$ cat src/rtl/pdua_pkg.sv
// pdua_pkg: shared types and constants for the PDUA microsequencer.
// Holds the sequencer state enum, the microword sequencing-field positions,
// the MODE/COND encodings and the fixed block/step addresses.
// The IRQ state exists only when PDUA_USEQ_IRQ_EN is defined.
package pdua_pkg;
   localparam int END_BIT = 4;
   localparam int MODE_LO = 0;
   localparam int MODE_HI = 1;
   localparam int COND_LO = 2;
   localparam int COND_HI = 3;
   localparam logic [1:0] MODE_INC  = 2'b00;
   localparam logic [1:0] MODE_SKIP = 2'b11;
   localparam logic [1:0] COND_NONE = 2'b00;
   localparam logic [1:0] COND_Z    = 2'b01;
   localparam logic [1:0] COND_N    = 2'b10;
   localparam logic [1:0] COND_C    = 2'b11;
   localparam logic [4:0] FETCH_BLOCK = 5'h00;
   localparam logic [4:0] IRQ_BLOCK   = 5'h1B;
   localparam logic [2:0] SKIP_STEP   = 3'd3;
`ifdef PDUA_USEQ_IRQ_EN
   typedef enum logic [1:0] {FETCH, EXEC, IRQ} state_t;
`else
   typedef enum logic [1:0] {FETCH, EXEC} state_t;
`endif
endpackage

$ cat src/rtl/pdua_cond_sel.sv
// pdua_cond_sel: picks the ALU flag named by a microword COND field.
// Ports: cond (COND field), flag_z/flag_n/flag_c (registered flags),
//        flag (selected flag; 0 for the never-true encoding).
module pdua_cond_sel
   import pdua_pkg::*;
(
   input  logic [1:0] cond,
   input  logic       flag_z,
   input  logic       flag_n,
   input  logic       flag_c,
   output logic       flag
);
   always_comb
      flag = (cond == COND_Z) ? flag_z :
             (cond == COND_N) ? flag_n :
             (cond == COND_C) ? flag_c : 1'b0;
endmodule

$ cat src/rtl/pdua_useq.sv
// pdua_useq: PDUA control-unit microsequencer (fetch / execute / optional IRQ).
// Ports: clk, rst (sync active-high), hold (freeze), ir_opcode (IR[7:3]),
//        flag_z/flag_n/flag_c, uword (ROM word for uaddr), irq;
//        uaddr {block, step}, in_fetch, ucode_err pulse, irq_ack pulse.
// Macro PDUA_USEQ_IRQ_EN adds the interrupt block at 5'h1B; without it
// irq is ignored and irq_ack is tied low.
module pdua_useq
   import pdua_pkg::*;
(
   input  logic        clk,
   input  logic        rst,
   input  logic        hold,
   input  logic [4:0]  ir_opcode,
   input  logic        flag_z,
   input  logic        flag_n,
   input  logic        flag_c,
   input  logic [26:0] uword,
   input  logic        irq,
   output logic [7:0]  uaddr,
   output logic        in_fetch,
   output logic        ucode_err,
   output logic        irq_ack
);
   state_t     state, state_nx;
   logic [2:0] step, step_nx;
   logic [4:0] blk;
   logic       flag, err_nx, ack_nx, skip;
   logic       unused_uword;
   assign unused_uword = ^uword[26:5];
   pdua_cond_sel u_cond_sel (
      .cond   (uword[COND_HI:COND_LO]),
      .flag_z (flag_z),
      .flag_n (flag_n),
      .flag_c (flag_c),
      .flag   (flag)
   );
   // A false condition jumps to the shared skip step, but only from the
   // leading steps; later conditional words fall through as increments.
   assign skip = (uword[MODE_HI:MODE_LO] == MODE_SKIP) && !flag && (step < SKIP_STEP);
   always_ff @(posedge clk) begin
      if (rst) begin
         state     <= FETCH;
         step      <= '0;
         ucode_err <= 1'b0;
      end else begin
         state     <= state_nx;
         step      <= step_nx;
         ucode_err <= err_nx;
      end
   end
`ifdef PDUA_USEQ_IRQ_EN
   always_ff @(posedge clk)
      irq_ack <= rst ? 1'b0 : ack_nx;
`else
   logic unused_irq;
   assign unused_irq = irq ^ ack_nx;
   assign irq_ack    = 1'b0;
`endif
   always_comb begin
      state_nx = state;
      step_nx  = step;
      err_nx   = 1'b0;
      ack_nx   = 1'b0;
      if (!hold) begin
         if (uword[END_BIT]) begin
            step_nx  = '0;
            state_nx = (state == FETCH) ? EXEC : FETCH;
`ifdef PDUA_USEQ_IRQ_EN
            if (state == EXEC && irq) begin
               state_nx = IRQ;
               ack_nx   = 1'b1;
            end
`endif
         end else if (step == 3'd7) begin
            state_nx = FETCH;
            step_nx  = '0;
            err_nx   = 1'b1;
         end else
            step_nx = skip ? SKIP_STEP : step + 3'd1;
      end
   end
   always_comb begin
      blk = (state == EXEC) ? ir_opcode : FETCH_BLOCK;
`ifdef PDUA_USEQ_IRQ_EN
      if (state == IRQ) blk = IRQ_BLOCK;
`endif
      uaddr    = {blk, step};
      in_fetch = (state == FETCH);
   end
endmodule

$ cat config.mk
export PLATFORM = sky130hd
export DESIGN_NAME = pdua_useq
export DESIGN_NICKNAME = d
export VERILOG_FILES = /design/src/rtl/pdua_pkg.sv /design/src/rtl/pdua_cond_sel.sv /design/src/rtl/pdua_useq.sv
export SDC_FILE = /design/constraint.sdc
export NUM_CORES = 1
export LEC_CHECK = 0
export ABC_AREA = 1
export BUFFER_PORTS_ARGS = -buffer_cell sky130_fd_sc_hd__buf_4
export CORE_AREA = 2 2 41 43
export CTS_CLUSTER_SIZE = 20
export DETAILED_ROUTE_END_ITERATION = 16
export DIE_AREA = 0 0 43 45
export PLACE_DENSITY = 0.69
export SYNTH_ARGS = -nofsm -noshare
export SYNTH_HDL_FRONTEND = slang
export SYNTH_SLANG_ARGS = --single-unit
$ cat constraint.sdc
create_clock -name clk -period 1.3 [get_ports clk]
set_clock_uncertainty 0.15 [all_clocks]
set_input_delay 0.13 -clock clk [delete_from_list [all_inputs] [get_ports clk]]
set_output_delay 0.13 -clock clk [all_outputs]
set_load 0.01 [all_outputs]
[Word level (Yosys, flattened, before mapping)]
Cells that the tools add are included.
Operators by class
  add/sub/neg operators: 1
  magnitude comparators: 1
  equal/unequal tests: 6
  mux-type cells: 11
  bitwise logic cells: 1
  reduce and logical (&&, ||, !) cells: 7
Operators with widths (number)
  $mux 3: 3
  $eq 2x2->1 const B: 3
  $mux 1: 5
  $mux 5: 1
  $eq 2x1->1 const B: 2
  $mux 2: 2
  $add 3x1->3 const B: 1
  $eq 3x3->1 const B: 1
  $lt 3x2->1 const B: 1
  $reduce_or 3->1: 1
  $logic_and 1x1->1: 2
  $logic_not 2->1: 1
  $reduce_and 2->1: 1
  $reduce_bool 2->1: 1
  $logic_not 1->1: 1
  $not 1->1: 1
Word-level totals
  register bits after elaboration: 6
  bits of input ports: 39
  output and inout port bits: 11

[Longest topological paths before layout]
Gate-level depths: netlist of the first run.
  depth in word-level cells: 10
  gate-level depth with buffers: 7
  gate-level depth less buffers: 7

[Modules after synthesis]
Synthesis of the first run repeated with hierarchy kept, for this count alone.
Unflattened totals
  cell total of the unflattened synthesis: 50
  area total of the unflattened synthesis: 316.6 um^2
By module, submodules not included
  pdua_useq: instances 1, cells an instance 44, area an instance 289.0 um^2
  pdua_cond_sel: instances 1, cells an instance 6, area an instance 27.5 um^2

[Worst setup path after synthesis of the first run]
Ideal clock, no wire load.
  path type: flip-flop to flip-flop
  from: register step[0]
  to: register step[2]
  library setup time: 70 ps
  data arrival time: 1101 ps
  data required time: 1080 ps
  slack: -20 ps
  stages on the path, launching flop included: 6
  buffers on the path: 0
  cells stage by stage: dfxtp_1 -> ha_1 -> ha_1 -> nor3_4 -> nand3_1 -> a21oi_1
On the way
  cells in the longest elaborated chain, start to end: 5
Ends and longest elaborated chain
  start, declared: RTL line pdua_useq.sv:25  | logic [2:0] step, step_nx;
  start signal, assigned: RTL line pdua_useq.sv:47  | step <= step_nx;
  $lt 3x2->1: RTL line pdua_useq.sv:39  | assign skip = (uword[MODE_HI:MODE_LO] == MODE_SKIP) && !flag && (step < SKIP_STEP);
  $logic_and 1x1->1: RTL line pdua_useq.sv:39
  $mux 3: RTL line pdua_useq.sv:79  | step_nx = skip ? SKIP_STEP : step + 3'd1;
  $mux 3 (*): RTL line pdua_useq.sv:74  | end else if (step == 3'd7) begin
  $mux 3 (*): RTL line pdua_useq.sv:65  | if (uword[END_BIT]) begin
Mark *: on every way between the ends. The rest lies on a longest branch, timed or not.
A chain may end at the register's enable or synchronous reset.

[Worst setup path after layout of the first run]
  from: register step[1]
  to: register step[2]
Same word-level chain as after synthesis.

==> impl_results.md, run 1 <==
- Initial antenna violation count: 0
- Final number of hold-violating endpoints: 0
- Diodes inserted: 0
- Drt drc: 0
- Die H: 45 um
- Die ar.: 1940 um2
- Reg clk slew, reported paths: 0.05 ns
- Core ar.: 1470 um2
- Final Util: approximately 44%
- Kind of critical path: register to register
- Library cells used by synthesis: 15
- Logic pwr share: 25.0%
- Clock sinks: 5
- Max-slew violations: 0
- HP Class: input port to register
- Synthesis Warnings: 0
- WL final: 914 um
- Clock share of power: 39.1%
- #FFs+latches synth: 5
- Mean Syn Cell Area: ~6.5 um2
- Setup Buffers After CTS: 0
- Via count: a little over 400
- NetSw: 0.000119 W
- Grt ovf: 0
- Total CTS buffers: 3
- First DRT Iteration DRCs: 2
- I/O Buffers: 25
- P&R area growth vs syn: 88.0%
- Initial core utilization: 23.4%
- Skew-Pair Late Insertion Delay: 0.24 ns
- Reg2reg path depth: 5
- RSZ-0062 raised after global routing: true
- Number of max-cap violations: 0
- P_leak: around 0.35 nW
- Largest net degree at the start of global routing: 8
- Hold Crit Depth: 6
- Worst EP required: around 1.3 ns
- Post-route clock period utilization: 100%
- Part of the power in registers: between 30% and 40%
- Post-synthesis cell area: 344 um2
- Dpl hpwl: approximately 700 um
- Hold Path Sink: step[0]$_SDFFE_PP0N_
- Crit path time final: 1.30 ns
- CTS root buf: clkbuf_4
- Routed vias/inst: 4.01
- GRT Total Usage: roughly a tenth
- Final nets: 128
- I/O pins: 50
- Final setup fails: 1
- Internal Pwr Total: between 0.0003 and 0.0004 W
- Status: finished, violations left
- First-pass GRT wire length: 1.35 mm
- Net Count, Synth: 94
- PwrDens: 715 nW/um2
- Fmax: 768 MHz
- Pwr Total: 0.000463 W
- WL/cell: 8.96 um
- Number of global-route vias before repair: 338
- TNS Setup: -0.00127 ns
- RePlAce Congestion: 0.749
- Sequential cell area fraction in the yosys report: 29.1%
- Worst endpoint data arrival time: 1.33 ns
- CP dominant cell by count: ha_4
- Reg2Reg Capture Point: step[2]$_SDFFE_PP0N_
- Worst Setup End Kind: register
- Maximum VDD drop: 0.371 mV
- Reg2Reg Setup Slack: -0.001 ns
- FF-to-FF Start: step[1]$_SDFFE_PP0N_
- Startpoint types: register
- Cell Chain, Critical Path: ha_4 -> ha_4 -> nor3_4 -> nand3_1 -> a21oi_1
- Setup slack after layout: -0.00127 ns
- Rows: 14
- Worst path max stage delay: 0.33 ns
- Switching part of the total: 25.7%
- CTS tree: built
- DRT Pass-1 Iters: 2
- Crit path max-delay cell type: dfxtp_2
- Remaining antenna violation count: 0
- Synth Instances: 53
- H-tree depth: 1
- Layout cell share with drive strength beyond 1: 45.3%
- Clk buf depth: 2
- Failing checks: setup timing
- HP Start: flag_z
- Worst-path maximum fanout: 3
- Die span in x: 43 um
## cell usage in the layout (no fill, tap or decap)
master,synthesis,final
nand3_2,2,2
clkbuf_4,0,3
nor3_4,1,1
dlygate4sd3_1,0,3
a21oi_2,0,1
clkbuf_1,0,1
dfxtp_1,5,3
o21ai_0,1,1
nand3_1,2,2
ha_4,0,2
inv_1,13,13
nor4_1,1,1
dfxtp_2,0,2
nor2_2,1,1
conb_1,1,1
nand2_1,16,16
nand3b_1,1,1
buf_4,1,27
a21oi_1,4,3
nor2_1,2,2
## power groups by stage
stage	clock [W]	sequential (W)	combinational, W
global route	0.000214	0.000167	0.000128
finish	0.000181	0.000166	0.000116
floorplan	0	0.000169	0.0000389
CTS	0.000191	0.000164	0.000115
global placement	0	0.000167	0.000105
detailed placement	0	0.000167	0.000108
## routing by layer
metal	routed length, um	GRT usage (%)	vias up
met5	0	0	-
met4	0	1.82	0
met3	72	7.20	0
met2	488	16.1	12
met1	354	10.3	174
li1	-	-	223
## sequential cells by signal, summed over array words and instances, names as in the netlist
signal	flops
state	1
ucode_err	1
step	3
## worst max-delay path by stage
stage	startpoint	to	slack (ns)	cells past startpoint
floorplan	step[0]$_SDFFE_PP0N_	state[0]$_SDFFE_PP0P_	0.01	5
detailed placement	step[0]$_SDFFE_PP0N_	step[2]$_SDFFE_PP0N_	0.01	5
finish	step[1]$_SDFFE_PP0N_	step[2]$_SDFFE_PP0N_	-0.001	5
global route	step[1]$_SDFFE_PP0N_	step[2]$_SDFFE_PP0N_	-0.05	5
CTS	step[0]$_SDFFE_PP0N_	step[2]$_SDFFE_PP0N_	0.005	5
global placement	step[0]$_SDFFE_PP0N_	step[2]$_SDFFE_PP0N_	0.03	5
## per-stage QoR
stage | hold slack, ns | cells | setup slack [ns] | cell area [um2]
floorplan | 0.0491 | 53 | 0.0138 | 347
global placement | 0.184 | 95 | 0.0326 | 562
detailed placement | 0.188 | 95 | 0.00960 | 562
CTS | 0.152 | 102 | 0.00534 | 618
global route | 0.177 | 102 | -0.0451 | 647
finish | 0.153 | 102 | -0.00127 | 647
## final cells by class
class,instances,area [um2]
Fill cell,148,825
Timing Repair Buffer,30,233
Inverter,13,48.8
Tap cell,16,20.0
Sequential cell,5,103
Clock buffer,4,26.3
Multi-Input combinational cell,34,216
## worst max-delay path: cells and delay by family (launching register included)
kind / cells / cell delay (ns)
simple gates: 2 / 0.30
fa+ha+maj: 2 / 0.32
compound gates: 1 / 0.14
flops: 1 / 0.33
## Yosys cell counts (all sizes together)
| library cell | count | area [um2] |
|---|---|---|
| o21ai | 1 | 5.00 |
| conb | 1 | 3.75 |
| inv | 13 | 48.8 |
| ha | 2 | 25.0 |
| dfxtp | 5 | 100 |
| nand2 | 16 | 60.1 |
| nor3 | 1 | 16.3 |
| buf | 1 | 7.51 |
| nand3b | 1 | 7.51 |
| nand3 | 4 | 30.0 |
| nor2 | 3 | 13.8 |
| nor4 | 1 | 6.26 |
| a21oi | 4 | 20.0 |
## cell families (layout without fill, tap and decap cells)
logic type	count (synthesis)	in the layout	share of synthesized area, %
buf+inv	14	47	16.4
flops	5	5	29.1
simple gates	26	26	38.9
compound gates	5	5	7.27
fa+ha+maj	2	2	7.27
other cells	1	1	1.09
## repair_timing
action	CTS	global route
hold buffers	3	0
endpoints found under the hold margin	5	0
endpoints found under the setup margin	0	5
gates resized for setup	0	6
(Power assumes the default switching activity.)
==> run 2: changes to the inputs <==
--- a/config.mk
+++ b/config.mk
@@ -7,10 +7,10 @@
 export LEC_CHECK = 0
 export ABC_AREA = 1
 export BUFFER_PORTS_ARGS = -buffer_cell sky130_fd_sc_hd__buf_4
-export CORE_AREA = 2 2 41 43
+export CORE_AREA = 4 4 43 45
 export CTS_CLUSTER_SIZE = 20
 export DETAILED_ROUTE_END_ITERATION = 16
-export DIE_AREA = 0 0 43 45
+export DIE_AREA = 0 0 47 49
 export PLACE_DENSITY = 0.69
 export SYNTH_ARGS = -nofsm -noshare
 export SYNTH_HDL_FRONTEND = slang
==> constraint.sdc (replaced) <==
create_clock -name clk -period 1.3 [get_ports clk]
set_clock_uncertainty 0.15 [all_clocks]
set_input_delay 0 -clock clk [delete_from_list [all_inputs] [get_ports clk]]
set_output_delay 0 -clock clk [all_outputs]
set_load 0.01 [all_outputs]
==> impl_results.md, run 2 (synthesis gave the netlist of run 1 again) <==
- Total CTS buffers: 3
- Initial core utilization: 23.4%
- Top Registers: step (3), state (1), ucode_err (1)
- First DRT Iteration DRCs: 0
- CP top delay family: flip-flops
- Internal Pwr Total: 0.000346 W
- Final setup fails: 0
- Core ar.: 1470 um2
- RePlAce Congestion: 0.743
- Diodes inserted: 0
- Die H: 49 um
- Die span in x: 47 um
- Routed vias/inst: roughly 4.1
- Switching part of the total: between 20% and 30%
- Die ar.: 2300 um2
- Most flops, register: step
- Reg2reg path depth: 6
- Hold Path Sink: step[0]$_SDFFE_PP0N_
- H-tree depth: 1
- Hold Crit Depth: 6
- Initial antenna violation count: 0
- Final number of hold-violating endpoints: 0
- Grt ovf: 0
- Part of the power in registers: between 30% and 40%
- Clock sinks: 5
- Worst path max stage delay: between 0.3 and 0.4 ns
- Worst endpoint data arrival time: 1.30 ns
- Clk buf depth: 2
- Reg clk slew, reported paths: 0.05 ns
- Setup crit start: step[0]$_SDFFE_PP0N_
- Number of max-cap violations: 0
- Kind of critical path: register to register
- Crit path max-delay cell type: dfxtp_2
- Via count: 423
- NetSw: 0.000130 W
- Max-slew violations: 0
- PwrDens: between 700 and 800 nW/um2
- Maximum VDD drop: between 0.4 and 0.5 mV
- HP Start: flag_z
- WL/cell: 10.5 um
- First-pass GRT wire length: ~1.7 mm
- Clock share of power: 39.3%
- Worst-path maximum fanout: 2
- Final nets: about 130
- Reg2Reg Capture Point: state[0]$_SDFFE_PP0P_
- CP dominant cell by count: ha_4
- TNS Setup: 0 ns
- Reg2Reg Setup Slack: approximately 0.033 ns
- CTS tree: built
- I/O Buffers: 25
- HP Class: input port to register
- Status: finished clean
- Skew-Pair Late Insertion Delay: 0.25 ns
- Worst Setup End Kind: register
- Max reg flops: 3
- Crit path time final: 1.27 ns
- I/O pins: 50
- Layout cell share with drive strength beyond 1: 49.4%
- Number of global-route vias before repair: 424
- Final Util: between 40% and 50%
- Combined buffer and inverter count along the critical path: 1
- Cell Chain, Critical Path: ha_4 -> ha_4 -> buf_6 -> nor2_4 -> o21ai_1 -> a21oi_1
- Fillers: between 150 and 200
- WL final: about 1.1 mm
- P_leak: 0.358 nW
- Fmax: between 700 and 800 MHz
- Startpoint types: register
- Dpl hpwl: 769 um
- Remaining antenna violation count: 0
- Logic pwr share: 25.7%
- Most frequent cells in the layout: buf_4 (27), nand2_1 (16), inv_1 (13)
- FF-to-FF Start: step[0]$_SDFFE_PP0N_
- GRT Total Usage: 10.2%
- RSZ-0062 raised after global routing: true
- Post-Layout Cell Count: 103
- Commonest non-fill, non-tap cell in the layout: buf_4
- Largest net degree at the start of global routing: 8
- Worst EP required: 1.33 ns
- Post-route clock period utilization: 97.4%
- Pwr Total: 0.000476 W
- Placed cells: 95
- Drt drc: 0
- DRT Pass-1 Iters: 1
- P&R area growth vs syn: 95.6%
- CTS root buf: clkbuf_4
- Rows: 14
-- run 2: changes by cell type in the layout (fill, tap and decap cells not counted) --
cell	delta
a21oi_2	+2
buf_6	+1
a21oi_1	-2
o21ai_1	+1
nor2_1	-1
nor2_4	+1
o21ai_0	-1
-- run 2: stage by stage --
stage	hold slack [ns]	instance area, um2	worst slack, ns
floorplan	-0.0809	347	0.0138
global placement	0.0540	562	0.0321
detailed placement	0.0555	562	-0.00878
CTS	0.00799	651	0.00421
global route	0.0474	673	-0.00672
finish	0.0219	673	0.0332
-- run 2: tightest hold or removal path, cell delays in order --
cell and delay [ns]:
buf_4 0.08, nand2_1 0.05, nand3_2 0.09, nand2_1 0.05, nand2_1 0.06, a21oi_2 0.05
-- run 2: layout make-up --
class / instances / area [um2] / share of cell area [%]
timing repair buffer: 31 / 244 / 36.2
multi-input combinational: 34 / 231 / 34.4
sequential: 5 / 103 / 15.2
inverter: 13 / 48.8 / 7.25
clock buffer: 4 / 26.3 / 3.90
tap: 16 / 20.0 / 2.97
-- run 2: power by group through the flow --
stage | Combinational, W | Clock [W] | Sequential, W
2_1_floorplan | 0.0000389 | 0 | 0.000169
3_3_place_gp | 0.000105 | 0 | 0.000167
3_5_place_dp | 0.000108 | 0 | 0.000167
4_1_cts | 0.000116 | 0.000191 | 0.000166
5_1_grt | 0.000134 | 0.000205 | 0.000167
6_report | 0.000122 | 0.000187 | 0.000167
-- run 2: how the worst max path moves through the flow --
stage,to,depth (start not counted)
6_report,state[0]$_SDFFE_PP0P_,6
5_1_grt,state[0]$_SDFFE_PP0P_,6
4_1_cts,step[2]$_SDFFE_PP0N_,5
3_5_place_dp,step[2]$_SDFFE_PP0N_,5
3_3_place_gp,step[2]$_SDFFE_PP0N_,5
2_1_floorplan,state[0]$_SDFFE_PP0P_,5
-- run 2: repair_timing --
item                       in CTS  in global routing
setup endpoints to repair       1                  4
pin swaps                       4                  6
hold buffers                    3                  0
setup buffers                   1                  0
resized for setup               5                  7
hold endpoints to repair        5                  0
-- run 2: layer usage --
layer / share of wire, % / track usage (%) / up-vias
li1: - / - / 226
met1: 39 / 10.6 / 186
met2: 54 / 17.0 / 11
met3: 7.6 / 5.54 / 0
met4: 0 / 2.76 / 0
met5: 0 / 0 / -
